<file path="src/rtl/mem_port_arbiter.sv">
// Round-robin arbiter sharing one single-beat memory port between fetch (0) and LSU (1),
// with in-order response routing and fetch flush. Define MEM_ARB_PERF_CNT_EN to build the perf counters.
module mem_port_arbiter #(
    parameter int XLEN      = 32,
    parameter int DATA_W    = 64,
    parameter int MAX_OUTST = 4
) (
    input  logic              clk_i,
    input  logic              rst_ni,
    input  logic              req0_valid_i,
    output logic              req0_ready_o,
    input  logic [XLEN-1:0]   req0_addr_i,
    input  logic              req0_wr_i,
    input  logic [DATA_W-1:0] req0_wdata_i,
    input  logic              req1_valid_i,
    output logic              req1_ready_o,
    input  logic [XLEN-1:0]   req1_addr_i,
    input  logic              req1_wr_i,
    input  logic [DATA_W-1:0] req1_wdata_i,
    input  logic              flush0_i,
    output logic              mem_valid_o,
    input  logic              mem_ready_i,
    output logic [XLEN-1:0]   mem_addr_o,
    output logic              mem_wr_o,
    output logic [DATA_W-1:0] mem_wdata_o,
    input  logic              mem_rvalid_i,
    input  logic [DATA_W-1:0] mem_rdata_i,
    output logic              res0_valid_o,
    output logic [DATA_W-1:0] res0_data_o,
    output logic              res1_valid_o,
    output logic [DATA_W-1:0] res1_data_o,
    output logic              err_o,
    output logic [31:0]       perf_grant0_o,
    output logic [31:0]       perf_grant1_o,
    output logic [31:0]       perf_drop_o
);

    localparam int PW = (MAX_OUTST > 1) ? $clog2(MAX_OUTST) : 1;
    localparam int CW = PW + 1;
    localparam logic [CW-1:0] MaxCnt = CW'(MAX_OUTST);

    logic [MAX_OUTST-1:0] id_q, id_d, drop_q, drop_d;
    logic [PW-1:0]        wrPtr_q, wrPtr_d, rdPtr_q, rdPtr_d;
    logic [CW-1:0]        count_q, count_d;
    logic                 rr_q, rr_d;
    logic                 err_q, err_d;

    logic canAcc, anyValid, sel, grant, fifoEmpty, pop, headId, headDrop, deliver;

    // Request side: outputs are forced quiet while reset is held, even with requesters valid.
    always_comb begin
        canAcc       = (count_q < MaxCnt);
        anyValid     = rst_ni & (req0_valid_i | req1_valid_i);
        sel          = (req0_valid_i & req1_valid_i) ? rr_q : req1_valid_i;
        mem_valid_o  = canAcc & anyValid;
        grant        = mem_valid_o & mem_ready_i;
        req0_ready_o = grant & ~sel;
        req1_ready_o = grant & sel;
        mem_addr_o   = '0;
        mem_wr_o     = 1'b0;
        mem_wdata_o  = '0;
        if (anyValid) begin
            mem_addr_o  = sel ? req1_addr_i  : req0_addr_i;
            mem_wr_o    = sel ? req1_wr_i    : req0_wr_i;
            mem_wdata_o = sel ? req1_wdata_i : req0_wdata_i;
        end
    end

    // A flush in the same cycle as a fetch-owned head response drops that response too.
    always_comb begin
        fifoEmpty    = (count_q == '0);
        pop          = mem_rvalid_i & ~fifoEmpty;
        headId       = id_q[rdPtr_q];
        headDrop     = drop_q[rdPtr_q] | (flush0_i & ~headId);
        deliver      = pop & ~headDrop;
        res0_valid_o = deliver & ~headId;
        res1_valid_o = deliver & headId;
        res0_data_o  = res0_valid_o ? mem_rdata_i : '0;
        res1_data_o  = res1_valid_o ? mem_rdata_i : '0;
        err_o        = err_q;
    end

    // The entry pushed this cycle is written after the flush mark so a fresh fetch survives.
    always_comb begin
        id_d   = id_q;
        drop_d = drop_q | (~id_q & {MAX_OUTST{flush0_i}});
        if (grant) begin
            id_d[wrPtr_q]   = sel;
            drop_d[wrPtr_q] = 1'b0;
        end
        wrPtr_d = wrPtr_q + PW'(grant);
        rdPtr_d = rdPtr_q + PW'(pop);
        count_d = count_q + CW'(grant) - CW'(pop);
        rr_d    = grant ? ~sel : rr_q;
        err_d   = err_q | (mem_rvalid_i & fifoEmpty);
    end

    always_ff @(posedge clk_i or negedge rst_ni) begin
        if (!rst_ni) begin
            id_q    <= '0;
            drop_q  <= '0;
            wrPtr_q <= '0;
            rdPtr_q <= '0;
            count_q <= '0;
            rr_q    <= 1'b0;
            err_q   <= 1'b0;
        end else begin
            id_q    <= id_d;
            drop_q  <= drop_d;
            wrPtr_q <= wrPtr_d;
            rdPtr_q <= rdPtr_d;
            count_q <= count_d;
            rr_q    <= rr_d;
            err_q   <= err_d;
        end
    end

`ifdef MEM_ARB_PERF_CNT_EN
    logic [31:0] perfGrant0_q, perfGrant0_d, perfGrant1_q, perfGrant1_d, perfDrop_q, perfDrop_d;
    logic        dropEv;

    // Saturating event counters.
    always_comb begin
        dropEv       = pop & headDrop;
        perfGrant0_d = perfGrant0_q;
        perfGrant1_d = perfGrant1_q;
        perfDrop_d   = perfDrop_q;
        if (grant & ~sel & ~(&perfGrant0_q)) perfGrant0_d = perfGrant0_q + 32'd1;
        if (grant & sel & ~(&perfGrant1_q))  perfGrant1_d = perfGrant1_q + 32'd1;
        if (dropEv & ~(&perfDrop_q))         perfDrop_d   = perfDrop_q + 32'd1;
    end

    always_ff @(posedge clk_i or negedge rst_ni) begin
        if (!rst_ni) begin
            perfGrant0_q <= '0;
            perfGrant1_q <= '0;
            perfDrop_q   <= '0;
        end else begin
            perfGrant0_q <= perfGrant0_d;
            perfGrant1_q <= perfGrant1_d;
            perfDrop_q   <= perfDrop_d;
        end
    end

    assign perf_grant0_o = perfGrant0_q;
    assign perf_grant1_o = perfGrant1_q;
    assign perf_drop_o   = perfDrop_q;
`else
    assign perf_grant0_o = '0;
    assign perf_grant1_o = '0;
    assign perf_drop_o   = '0;
`endif

endmodule

</file>
<file path="config.mk">
export PLATFORM = sky130hd
export DESIGN_NAME = mem_port_arbiter
export DESIGN_NICKNAME = d
export VERILOG_FILES = /design/src/rtl/mem_port_arbiter.sv
export SDC_FILE = /design/constraint.sdc
export NUM_CORES = 1
export LEC_CHECK = 0
export ABC_AREA = 1
export CAP_MARGIN = 25
export CORE_AREA = 2 2 233 235
export CTS_BUF_LIST = sky130_fd_sc_hd__clkbuf_2
export DETAILED_ROUTE_END_ITERATION = 12
export DIE_AREA = 0 0 235 237
export GPL_ROUTABILITY_DRIVEN = 0
export PLACE_DENSITY_LB_ADDON = 0.25
export SYNTH_ARGS = -nofsm -noshare
export SYNTH_HDL_FRONTEND = slang
export SYNTH_SLANG_ARGS = --single-unit
</file>
<file path="constraint.sdc">
create_clock -name clk_i -period 3.8 [get_ports clk_i]
set_input_delay 0.38 -clock clk_i [delete_from_list [all_inputs] [get_ports clk_i]]
set_output_delay 0.38 -clock clk_i [all_outputs]
set_load 0.02 [all_outputs]
</file>
==> flow_summary_export.csv <==
group,metric,value,unit
timing,finalSetupViolations,0,
timing,fmax,319,MHz
finish,stdcell_count,1908,
placed_design,io_buffers,495,
worst_setup_path,crit_fanout,37,
grt,grt_pass1_vias,6125,
worst_setup_path,worstPathArrival,2.76,ns
synthesis,synthXorXnorAreaFrac,0.852,%
floorplan,die_w,235,µm
clock_network,clock_latency,0.31,ns
finish,fin_util,17.8,%
floorplan,ios,592,
clock_network,clock_sinks,17,
worst_setup_path,worstSetupPathType,"register to primary output",
outcome,status,"finished clean",
synthesis,synth_simple_gate_area_share,41.1,%
clock_network,htreeDepth,1,
synthesis,synth_top_family_by_area,"simple AND/OR/NAND/NOR gates",
finish,nFillCells,6161,
synthesis,synth_area,0.00411,mm²
hold_path,hp-class,"input port to asynchronous set/reset pin",
timing,worst_slew_pin_slew,0.602,ns
worst_setup_path,ff2ff_setup_slack,1.78,ns
worst_setup_path,reg2reg_from,"count_q[2]",
synthesis,netlist.area_leader.share,20.3,%
drt,antenna_violating_nets_post_route,0,
floorplan,die_area,0.0557,mm²
timing,setup_tns,0,ns
grt,grt_pass1_wl,42400,µm
synthesis,yosys-mux-area-fraction,0,%
pwr,max-vdd-ir-drop,0.210,mV
synthesis,synth-seq-cells,17,
drt,via_count,6147,
drt,routed_via_density,3.22,
synthesis,ys_types,24,
synthesis,yosys_warnings,0,
worst_setup_path,r2r-end,"count_q[2]",
clock_network,cts_buffers,3,
timing,drv_slew,0,
grt,grt-ovfl-total,0,
drt,detail_route.wl_per_cell,16.0,µm
synthesis,synth_compound_area_share,13.2,%
clock_network,cts_resized,0,
finish,drive_gt1_share,7.30,%
worst_setup_path,endpoint_kind,"primary output",
timing,finalHoldViolCount,0,
timing,relSlewSlack,59.4,%
placed_design,hpwl,26100,µm
floorplan,core_area,0.0533,mm²
worst_setup_path,start_kind,"register",
drt,drt_iter0_drc,159,
clock_network,cts_tree,"yes",
worst_setup_path,cp_slowest_cell,"clkdlybuf4s50_1",
worst_setup_path,crit_required,3.42,ns
synthesis,synth.area.top_cells,"nor2_1 20%, buf_4 18%, o21ai_0 12%",
floorplan,die_h,237,µm
placed_design,dp_cells,1897,
clock_network,cts_hold_buf,0,
floorplan,initial_utilization,7.72,%
floorplan,row_count,85,
timing,skew,0.0142,ns
synthesis,synthAdderAreaFrac,1.10,%
clock_network,root_buffer,"clkbuf_2",
clock_network,cts_setup_buffers,0,
drt,route.detailed.drc,0,
grt,grt_max_degree,99,
worst_setup_path,ff2ff_path_depth,9,
flow_run,max-cap-violations,0,
pwr,p_leak,3.79,nW
timing,rsz0062_at_grt,"false",
synthesis,syn_area_per_cell,5.49,µm²
grt,grt_usage,10.2,%
clock_network,path_clk_slew,0.19,ns
timing,fin_crit_sh,82.6,%
timing,period_needed,3.14,ns
worst_setup_path,path_cells,"inv_2 -> nand2_1 -> nand3_1 -> nand2_1 -> nor2_1 -> nand2_4 -> buf_12 -> nor2_1 -> clkdlybuf4s50_1",
worst_setup_path,max_stage_delay,0.63,ns
drt,routed_wl,30500,µm
finish,synthToLayoutAreaGrowth,130,%
synthesis,post-synth-top-area-cell,"nor2_1",
synthesis,synth_seq_area_share,10.3,%
finish,final_nets,1474,
drt,firstDrtPassIters,4,
grt,antenna_found_initial,14,
synthesis,syn_inst,749,
pwr,power_density,284,mW/mm²
clock_network,cts_max_path_buffers,2,
cells in the final DEF (no fill, tap or decap), drive strengths merged:
| cell | n |
|---|---|
| clkdlybuf4s50 | 492 |
| nor2 | 271 |
| o21ai | 99 |
| conb | 96 |
| inv | 87 |
| nor3 | 65 |
| nand2 | 35 |
| dfrtp | 17 |
| buf | 14 |
| a21oi | 8 |
| nand3 | 8 |
| diode | 7 |
| xor2 | 3 |
| clkbuf | 3 |
| clkinv | 2 |
| ha | 2 |
| xnor2 | 1 |
| a31o | 1 |
| fa | 1 |
cells by family after synthesis:
family | Yosys count
and+or+nand+nor | 379
buffers and inverters | 237
AOI/OAI and AO/OA | 108
DFF | 17
xor gates and xnor gates | 4
adders and majority gates | 3
other | 1
power by group:
group          switching, mW  internal (mW)  total, mW
Sequential            0.0727          0.255      0.328
Clock                 0.0637         0.0238     0.0875
Combinational           1.35          0.924       2.28
cell type report:
class                           count  area (µm²)  area share (%)
Inverter                           88         332            3.50
Antenna cell                        7        17.5           0.185
Clock inverter                      1        5.00          0.0528
Timing Repair Buffer              506        5120            54.0
Multi-Input combinational cell    590        2690            28.4
Clock buffer                        3        15.0           0.158
Sequential cell                    17         425            4.49
Tap cell                          696         871            9.19
per-layer routing:
layer | share of wire [%] | GRT usage (%) | routed length [µm] | vias up
met2 | 52 | 19.5 | 15900 | 394
met4 | 1.4 | 1.46 | 425 | 0
met1 | 38 | 11.2 | 11500 | 2707
li1 | - | - | - | 3024
met5 | 0 | 0 | 0 | -
met3 | 8.6 | 3.26 | 2610 | 22
flip-flops by register name (all words and copies together), names as in the netlist:
name / count
err_o: 1
drop_q: 4
wrPtr_q: 2
rdPtr_q: 2
count_q: 3
rr_q: 1
id_q: 4
how the worst max path moves through the flow:
stage	from	end	slack, ns
floorplan	req1_valid_i	count_q[2]	1.85
global placement	mem_rvalid_i	res1_data_o[41]	0.80
detailed placement	mem_rvalid_i	res1_data_o[40]	0.72
CTS	count_q[2]	res1_data_o[40]	0.55
global route	rdPtr_q[0]	res0_data_o[7]	0.41
finish	rdPtr_q[0]	res0_data_o[7]	0.66
worst max-delay path, delay by kind of cell (launching register included):
kind                   cells  cell delay [ns]
buffers and inverters      3             1.06
flip-flops                 1             0.49
AND/OR/NAND/NOR            6             0.87
metrics by stage:
step	area, µm²	total power, mW	hold WS [ns]	setup slack (ns)
after floorplan	4470	1.69	0.0844	1.85
after global placement	9440	2.65	0.461	0.804
after detailed placement	9440	2.65	0.469	0.719
after CTS	9460	2.75	0.395	0.551
after global routing	9470	2.92	0.384	0.415
final	9480	2.69	0.410	0.661
synth_stat cells:
cell type,n
nor2_2,49
clkbuf_2,3
nand2_1,34
buf_6,12
inv_1,83
o21ai_1,4
nor2_1,222
buf_2,18
nand2_2,1
a21oi_1,8
nor3_2,10
fa_1,1
buf_4,97
o21ai_0,95
dfrtp_1,17
nand3_1,8
nor3_1,55
xnor2_1,1
xor2_1,3
ha_1,2
inv_2,5
conb_1,1
clkbuf_1,19
a31o_2,1
(Power assumes the default switching activity.)
